<file path="config.mk">
export PLATFORM = sky130hd
export DESIGN_NAME = tanh_arbiter
export DESIGN_NICKNAME = d
export VERILOG_FILES = /design/src/rtl/tanh_arbiter_pkg.sv /design/src/rtl/tanh_arbiter_rr.sv /design/src/rtl/tanh_arbiter.sv
export SDC_FILE = /design/constraint.sdc
export NUM_CORES = 1
export LEC_CHECK = 0
export BUFFER_PORTS_ARGS = -buffer_cell sky130_fd_sc_hd__buf_2
export CAP_MARGIN = 20
export CORE_MARGIN = 10
export CORE_UTILIZATION = 45
export DETAILED_ROUTE_END_ITERATION = 10
export PLACE_DENSITY = 0.73
export SYNTH_ARGS = -nofsm -noshare
export SYNTH_HDL_FRONTEND = slang
export SYNTH_SLANG_ARGS = --single-unit
</file>
<file path="constraint.sdc">
create_clock -name clock -period 5.1 [get_ports clock]
set_input_delay 0.765 -clock clock [delete_from_list [all_inputs] [get_ports clock]]
set_output_delay 0.765 -clock clock [all_outputs]
set_load 0.01 [all_outputs]
</file>
<file path="src/rtl/tanh_arbiter_pkg.sv">
// Shared LSTM tanh definitions: operand/result packets, tanh pipeline depth and the
// ownership tag that travels alongside each operation.
`ifndef LSTM_INPUT_BITS
`define LSTM_INPUT_BITS 16
`endif
`ifndef NUM_LSTM_MULT_STAGE
`define NUM_LSTM_MULT_STAGE 3
`endif

package tanh_arbiter_pkg;

  localparam int unsigned LSTM_DATA_BITS   = `LSTM_INPUT_BITS;
  // tanh unit = input register + multiplier stages + output register
  localparam int unsigned TANH_LATENCY     = `NUM_LSTM_MULT_STAGE + 2;
  localparam int unsigned TANH_NUM_REQ     = 4;
  localparam int unsigned TANH_TAG_ID_BITS = $clog2(TANH_NUM_REQ);

  typedef struct packed {
    logic [LSTM_DATA_BITS-1:0] data;
  } tanh_input_packet_t;

  typedef struct packed {
    logic [LSTM_DATA_BITS-1:0] data;
  } tanh_output_packet_t;

  typedef struct packed {
    logic                        valid;
    logic [TANH_TAG_ID_BITS-1:0] id;
  } tanh_tag_t;

endpackage

</file>
<file path="src/rtl/tanh_arbiter_rr.sv">
// Combinational round-robin pick: first eligible requester after the pointer,
// wrapping modulo NUM_REQ.
module tanh_arbiter_rr #(
  parameter int unsigned NUM_REQ = 4
) (
  input  logic [NUM_REQ-1:0]         eligible,
  input  logic [$clog2(NUM_REQ)-1:0] pointer,
  output logic [NUM_REQ-1:0]         grant_c,
  output logic [$clog2(NUM_REQ)-1:0] index_c,
  output logic                       found_c
);

  localparam int unsigned IDX_BITS = $clog2(NUM_REQ);

  logic [IDX_BITS-1:0] cand;

  always_comb begin
    grant_c = '0;
    index_c = '0;
    found_c = 1'b0;
    cand    = '0;
    for (int unsigned k = 1; k <= NUM_REQ; k++) begin
      cand = IDX_BITS'((32'(pointer) + k) % NUM_REQ);
      if (!found_c && eligible[cand]) begin
        found_c       = 1'b1;
        index_c       = cand;
        grant_c[cand] = 1'b1;
      end
    end
  end

endmodule

</file>
<file path="src/rtl/tanh_arbiter.sv">
// Shares one fixed-latency tanh unit among NUM_REQ requesters: round-robin issue,
// tag shift register tracking ownership, per-requester outstanding limit.
module tanh_arbiter
  import tanh_arbiter_pkg::*;
#(
  parameter int unsigned NUM_REQ         = TANH_NUM_REQ,
  parameter int unsigned MAX_OUTSTANDING = 4,
  parameter int unsigned DATA_BITS       = LSTM_DATA_BITS
) (
  input  logic                                          clock,
  input  logic                                          reset,
  input  logic                                          enable,
  input  logic [NUM_REQ-1:0]                            req_valid,
  input  logic [NUM_REQ-1:0][DATA_BITS-1:0]             req_data,
  output logic [NUM_REQ-1:0]                            req_ready,
  output tanh_input_packet_t                            tanh_packet_in,
  input  tanh_output_packet_t                           tanh_packet_out,
  output logic [NUM_REQ-1:0]                            resp_valid,
  output logic [DATA_BITS-1:0]                          resp_data,
  output logic [$clog2(NUM_REQ*MAX_OUTSTANDING+1)-1:0]  inflight,
  output logic                                          busy
);

  localparam int unsigned IDX_BITS      = $clog2(NUM_REQ);
  localparam int unsigned CNT_BITS      = $clog2(MAX_OUTSTANDING + 1);
  localparam int unsigned INFLIGHT_BITS = $clog2(NUM_REQ * MAX_OUTSTANDING + 1);

  logic [IDX_BITS-1:0]              pointer;
  logic [NUM_REQ-1:0][CNT_BITS-1:0] cnt;
  logic [NUM_REQ-1:0]               eligible;
  logic [NUM_REQ-1:0]               grant;
  logic [IDX_BITS-1:0]              grant_index;
  logic                             transfer;
  tanh_tag_t                        issue;
  tanh_tag_t [TANH_LATENCY-1:0]     tag_pipe;
  tanh_tag_t                        tag_exit;
  logic [NUM_REQ-1:0]               resp_hit;
  logic [INFLIGHT_BITS-1:0]         inflight_next;

  // Reset is folded in so no grant is ever shown while the block is held in reset.
  always_comb begin
    eligible = '0;
    for (int unsigned i = 0; i < NUM_REQ; i++) begin
      eligible[i] = reset && enable && req_valid[i] &&
                    (32'(cnt[i]) < MAX_OUTSTANDING);
    end
  end

  tanh_arbiter_rr #(
    .NUM_REQ (NUM_REQ)
  ) u_rr (
    .eligible (eligible),
    .pointer  (pointer),
    .grant_c  (grant),
    .index_c  (grant_index),
    .found_c  (transfer)
  );

  assign req_ready = grant;

  // Issue stage: winning operand and its owner, one per cycle.
  always_ff @(posedge clock or negedge reset) begin
    if (!reset) begin
      pointer        <= IDX_BITS'(NUM_REQ - 1);
      issue          <= '0;
      tanh_packet_in <= '0;
    end else begin
      issue.valid <= transfer;
      if (transfer) begin
        pointer             <= grant_index;
        issue.id            <= TANH_TAG_ID_BITS'(grant_index);
        tanh_packet_in.data <= LSTM_DATA_BITS'(req_data[grant_index]);
      end
    end
  end

  // Tag pipe mirrors the tanh latency so its exit lines up with tanh_packet_out.
  always_ff @(posedge clock or negedge reset) begin
    if (!reset) begin
      tag_pipe <= '0;
    end else begin
      tag_pipe[0] <= issue;
      for (int unsigned i = 1; i < TANH_LATENCY; i++) begin
        tag_pipe[i] <= tag_pipe[i-1];
      end
    end
  end

  assign tag_exit = tag_pipe[TANH_LATENCY-1];

  always_comb begin
    resp_hit = '0;
    for (int unsigned i = 0; i < NUM_REQ; i++) begin
      resp_hit[i] = tag_exit.valid && (32'(tag_exit.id) == i);
    end
  end

  always_ff @(posedge clock or negedge reset) begin
    if (!reset) begin
      resp_valid <= '0;
      resp_data  <= '0;
    end else begin
      resp_valid <= resp_hit;
      if (tag_exit.valid) begin
        resp_data <= DATA_BITS'(tanh_packet_out.data);
      end
    end
  end

  // Outstanding count per requester; release happens on the edge the response registers.
  always_ff @(posedge clock or negedge reset) begin
    if (!reset) begin
      cnt <= '0;
    end else begin
      for (int unsigned i = 0; i < NUM_REQ; i++) begin
        case ({grant[i], resp_hit[i]})
          2'b10:   cnt[i] <= cnt[i] + CNT_BITS'(1);
          2'b01:   cnt[i] <= cnt[i] - CNT_BITS'(1);
          default: cnt[i] <= cnt[i];
        endcase
      end
    end
  end

  // Running total of valid bits in the issue stage and tag pipe.
  assign inflight_next = inflight + INFLIGHT_BITS'(transfer)
                                  - INFLIGHT_BITS'(tag_exit.valid);

  always_ff @(posedge clock or negedge reset) begin
    if (!reset) begin
      inflight <= '0;
      busy     <= 1'b0;
    end else begin
      inflight <= inflight_next;
      busy     <= (inflight_next != '0);
    end
  end

endmodule

</file>
==> flow_summary_export.csv, run 1 <==
group,metric,value,unit
status,outcome,"finished clean",
placed_design,hpwlAfterDp,7290,µm
global_routing,grt_antenna_before_repair,0,
layout,mostFrequentLayoutCells,"buf_2, dfrtp_1, nor2_1, mux2i_1, inv_1",
layout,nets,558,
global_routing,grt_pass1_wl,15640,µm
synth,yosysTopAreaCellShare,46.72,%
synth,synth_cell_types,46,
synth,yosys.area.top_type,"dfrtp_1",
synth,synth-edff-count,0,
layout,synthToLayoutAreaGrowth,25.83,%
worst_setup_path,cp_max_fo,14,
synth,postSynthCellCount,317,
worst_setup_path,worstSetupStartpointType,"flop",
clocking,clockBufferDepth,2,
worst_setup_path,worstSetupEndpoint,"req_ready[0]",
floorplanning,coreArea,8258,µm²
global_routing,track_usage,14.85,%
route,vias_per_cell,5.250,
clocking,cts.sinks,74,
layout,drive_gt1_share,40.75,%
sta,setup_violations,0,
placed_design,place.port_buffers,132,
synth,synth-seq-cells,74,
route,wl_per_cell,16.83,µm
flow_run,maxCapViolCount,0,
floorplanning,std_cell_rows,33,
layout,diodes,0,
worst_setup_path,reg2reg_slack,1170,ps
sta,hold_violations,0,
worst_setup_path,crit_type,"reg -> out",
synth,async_flop_share,100.0,%
synth,yosysSeqAreaShare,48.09,%
floorplanning,die_area,12670,µm²
route,drcViolationCount,0,
layout,finish.utilization,58.76,%
route,antenna_left,0,
floorplanning,die_y,112.6,µm
sta,max_slew_margin,44.44,%
worst_setup_path,r2r_cells,13,
sta,worst_slew_pin_slew,833.4,ps
route,vias,2935,
clocking,root_buffer,"clkbuf_8",
route,drtIter0Drc,74,
placed_design,placed_area,4591,µm²
hold_path,hp-class,"in -> async",
worst_setup_path,crit_arrival,3280,ps
floorplanning,start_util,46.70,%
floorplanning,num_io_pins,133,
floorplanning,die_w,112.6,µm
worst_setup_path,crit_path_end_kind,"primary output",
global_routing,grt_max_degree,67,
placed_design,routabilityCongestion,0.8701,
layout,fillers,718,
clocking,cts_resized,0,
sta,drv_slew,0,
clocking,clock_latency,340,ps
clocking,cts_tree,"built",
placed_design,pre_cts_slack,1219,ps
power,peakVddDrop,0.0002918,V
power,powerDensity,605.9,nW/µm²
synth,synth_area,3856,µm²
sta,period_minus_slack,4049,ps
synth,synth.yosys.warnings,0,
worst_setup_path,worst-endpoint-required,4340,ps
power,p_leak,0.002354,µW
worst_setup_path,r2r-end,"cnt[11]",
layout,design_area,4852,µm²
layout,final_common_cell,"buf_2",
clocking,htree_levels,3,
clocking,cts.reportedPaths.clkPinSlew,70,ps
synth,ys.flop_type,"dfrtp_1",
sta,fin_crit_sh,79.39,%
clocking,ctsHoldBuffers,0,
clocking,post_cts_buffers,0,
sta,fin_skew,5.821,ps
global_routing,gr-total-overflow,0,
sta,rsz0062_at_grt,"false",
synth,syn_area_per_cell,12.16,µm²
route,routed_wl,9406,µm
power,total_power,2940,µW
synth,synth_nets,425,
worst_setup_path,rr_startpoint,"pointer[0]",
sta,tns,0,ps
clocking,cts_buffers,9,
synth,yosys-top-cells-area,"dfrtp_1, mux2i_1, ha_1",
sta,fin_ws,1051,ps
sta,max_freq,247.0,MHz
global_routing,grt_pass1_vias,3253,
route,firstDrtPassIters,4,
worst_setup_path,cp-startpoint,"pointer[0]",
==> per-layer routing <==
layer	wire (µm)	GRT usage, %
met1	3933	17.84
met2	4588	23.77
met3	738	5.857
met4	146	4.907
met5	0	0
==> critical path, cell delays in order, from the launching register on <==
cell and delay [ps]:
dfstp_2 710, inv_1 220, ha_1 430, nor2_1 170, a211oi_1 110, a21oi_1 660, nor2_1 160, a221o_1 330
buf_2 150
==> power by group <==
| group | leakage (µW) | internal, µW | switching, µW |
|---|---|---|---|
| registers | 0.000874 | 852 | 182 |
| logic | 0.00135 | 615 | 700 |
| clock network | 0.000130 | 374 | 216 |
| total | 0.00235 | 1840 | 1100 |
==> cells by family (layout without fill, tap and decap cells) <==
| group | Yosys count | in the layout | synth area share (%) |
|---|---|---|---|
| buf+inv | 34 | 171 | 4.769 |
| simple gates | 69 | 69 | 9.247 |
| compound gates | 52 | 52 | 12.07 |
| xor+xnor | 16 | 16 | 3.634 |
| flops | 74 | 74 | 48.09 |
| mux | 51 | 51 | 14.41 |
| fa+ha+maj | 21 | 21 | 7.787 |
==> area by class of cell <==
type	instances	area, µm²	area share (%)
Multi-Input combinational cell	209	1837	37.85
Timing Repair Buffer	136	693.2	14.29
Clock inverter	6	137.6	2.837
Sequential cell	74	1854	38.22
Inverter	20	75.07	1.547
Clock buffer	9	123.9	2.553
Tap cell	105	131.4	2.708
==> flip-flops by register name, summed over array words and instances, names as in the netlist <==
name            count
inflight            5
resp_data          16
tag_exit            3
tanh_packet_in     16
issue               3
tag_pipe           12
cnt                12
pointer             2
busy                1
resp_valid          4
==> synthesized netlist by cell type, types with 3 or more instances <==
library cell	instances
a21o_1	6
a21oi_1	5
a221o_1	4
a221oi_1	10
a221oi_2	10
a22oi_1	4
and4b_1	3
buf_6	3
clkbuf_1	5
dfrtp_1	72
fa_1	5
ha_1	16
inv_1	19
mux2_2	16
mux2i_1	33
nand2_1	7
nand4b_1	4
nor2_1	34
nor2b_1	5
nor3_1	4
o21ai_0	6
xnor2_1	7
xor2_1	9
==> per-stage QoR <==
stage          hold slack [ps]  instances
2_1_floorplan            331.2        317
3_3_place_gp             331.7        544
3_5_place_dp             334.7        544
4_1_cts                  256.0        559
5_1_grt                  258.7        559
6_report                 271.5        559
==> how the worst min path moves through the flow <==
| stage | start | to | slack [ps] | depth (start not counted) |
|---|---|---|---|---|
| after global routing | reset | tag_pipe[4] | 260 | 1 |
| final | reset | tag_pipe[4] | 270 | 1 |
| after detailed placement | tag_pipe[9] | tag_exit[0] | 330 | 0 |
| after CTS | reset | tag_pipe[4] | 260 | 1 |
| after floorplan | tag_pipe[9] | tag_exit[0] | 330 | 0 |
| after global placement | tag_pipe[7] | tag_pipe[10] | 330 | 0 |
Note: power is estimated with default switching activity, not from simulation.
==> inputs of run 2 (changes only) <==
Clock period 5.1 ns to 4 ns, I/O delays scaled along.
==> flow_summary_export.csv, run 2 (synthesized netlist as in run 1, its figures left out) <==
group,metric,value,unit
sta,setup_violations,0,
sta,worst_slew_pin_slew,882.7,ps
route,wl_per_cell,16.28,µm
floorplanning,die_w,112.6,µm
power,powerDensity,750.5,nW/µm²
placed_design,place.port_buffers,132,
clocking,clock_latency,340,ps
power,peakVddDrop,0.0003412,V
route,drtIter0Drc,137,
worst_setup_path,crit_slowest_cell,"dfstp_2",
worst_setup_path,critical_path.max_stage_delay,710,ps
floorplanning,coreArea,8258,µm²
global_routing,grt_use_met1,17.58,%
worst_setup_path,cp_cell_sequence,"inv_1 -> ha_1 -> nor2_1 -> a211oi_1 -> a21oi_2 -> a221oi_1 -> ha_1 -> inv_1 -> fa_1 -> xor2_1 -> nor2_1 -> xor2_1",
global_routing,gr-total-overflow,0,
clocking,cts_buffers,9,
hold_path,hp-class,"reg -> reg",
route,drcViolationCount,0,
sta,fin_skew,12.52,ps
clocking,cts.reportedPaths.clkPinSlew,80,ps
clocking,root_buffer,"clkbuf_8",
worst_setup_path,crit_type,"reg -> reg",
route,vias_per_cell,5.193,
floorplanning,num_io_pins,133,
global_routing,grt_antenna_before_repair,0,
global_routing,grt_pass1_wl,15370,µm
flow_run,maxCapViolCount,0,
sta,period_minus_slack,3680,ps
layout,final_common_cell,"buf_2",
layout,mostFrequentLayoutCells,"buf_2, dfrtp_1, nor2_1, mux2i_1, inv_1",
global_routing,grt_max_degree,48,
global_routing,track_usage,14.56,%
floorplanning,std_cell_rows,33,
layout,diodes,0,
layout,fillers,714,
worst_setup_path,cp_max_fo,14,
floorplanning,die_area,12670,µm²
floorplanning,die_y,112.6,µm
sta,rsz0062_at_grt,"false",
route,vias,2913,
sta,hold_slack,343.1,ps
worst_setup_path,worst-endpoint-required,4260,ps
sta,fin_crit_sh,92.00,%
route,antenna_left,0,
clocking,htree_levels,3,
status,outcome,"finished clean",
worst_setup_path,crit_path_end_kind,"flop",
clocking,cts.sinks,74,
layout,reg_top3,"resp_data: 16 flops, tanh_packet_in: 16 flops",
global_routing,use_met3,5.165,%
clocking,cts_tree,"built",
sta,tns,0,ps
worst_setup_path,crit_arrival,3940,ps
sta,drv_slew,0,
floorplanning,start_util,46.70,%
clocking,post_cts_buffers,0,
sta,max_slew_margin,41.15,%
layout,drive_gt1_share,41.01,%
global_routing,met2_usage,23.20,%
layout,nets,559,
clocking,cts_resized,0,
sta,max_freq,271.7,MHz
sta,hold_violations,0,
layout,finish.utilization,58.33,%
global_routing,grt_pass1_vias,3196,
clocking,clockBufferDepth,2,
placed_design,routabilityCongestion,0.8849,
placed_design,hpwlAfterDp,7240,µm
worst_setup_path,worstSetupStartpointType,"flop",
route,firstDrtPassIters,4,
global_routing,grt_busiest_layer,"met2",
clocking,ctsHoldBuffers,0,
route,routed_wl,9135,µm
power,p_leak,0.002340,µW
layout,synthToLayoutAreaGrowth,24.92,%
[run 2: cell count changes in the layout (fill, tap and decap cells not counted)]
cell	previous run	this run
bufinv_16	4	2
clkbuf_1	0	1
a21oi_2	0	1
buf_4	5	6
a21oi_1	5	4
clkinv_2	0	2
clkinv_4	1	0
inv_6	1	2
[run 2: worst max-delay path, delay by kind of cell (launching register included)]
| kind | cells | cell delay (ps) |
|---|---|---|
| compound gates | 3 | 1040 |
| buf+inv | 2 | 290 |
| simple gates | 2 | 190 |
| xor+xnor | 2 | 320 |
| flops | 1 | 710 |
| fa+ha+maj | 3 | 1060 |
[run 2: final timing paths]
kind	slack, ps	end	from	cells past startpoint
setup / recovery	320	cnt[5]	pointer[0]	12
hold / removal	340	tag_pipe[5]	tag_pipe[2]	0
setup reg to reg	320	cnt[5]	pointer[0]	12
hold reg to reg	340	tag_pipe[5]	tag_pipe[2]	0
max in group asynchronous	3160	cnt[9]	reset	2
min in group asynchronous	350	tanh_packet_in[6]	reset	2
[run 2: cell type report]
type                    count  area (µm²)  area share [%]
repair buffers            137       700.7           14.55
clock buffers              10       127.6           2.649
multi-input cells         209        1841           38.21
clock inverters             6       87.58           1.818
inverters                  20       75.07           1.558
flip-flops and latches     74        1854           38.49
well taps                 105       131.4           2.727
[run 2: through the flow]
stage                     power [µW]  instance area, µm²  std cells  setup WS [ps]
final                           3615                4817        561          319.9
after global routing            3933                4817        561          21.70
after CTS                       3672                4813        561          153.4
after detailed placement        3028                4598        545          183.2
after global placement          2948                4598        545          404.0
after floorplan                 2536                3856        317          607.9
[run 2: power breakdown]
group / internal [µW] / switching [µW]
combinational: 788 / 883
sequential: 1090 / 229
clock: 354 / 275
[run 2: per-layer routing]
layer	share of wire, %	vias up
met5	0	-
met3	7.9	13
met2	47	106
met4	2.0	0
met1	43	1386
li1	-	1408
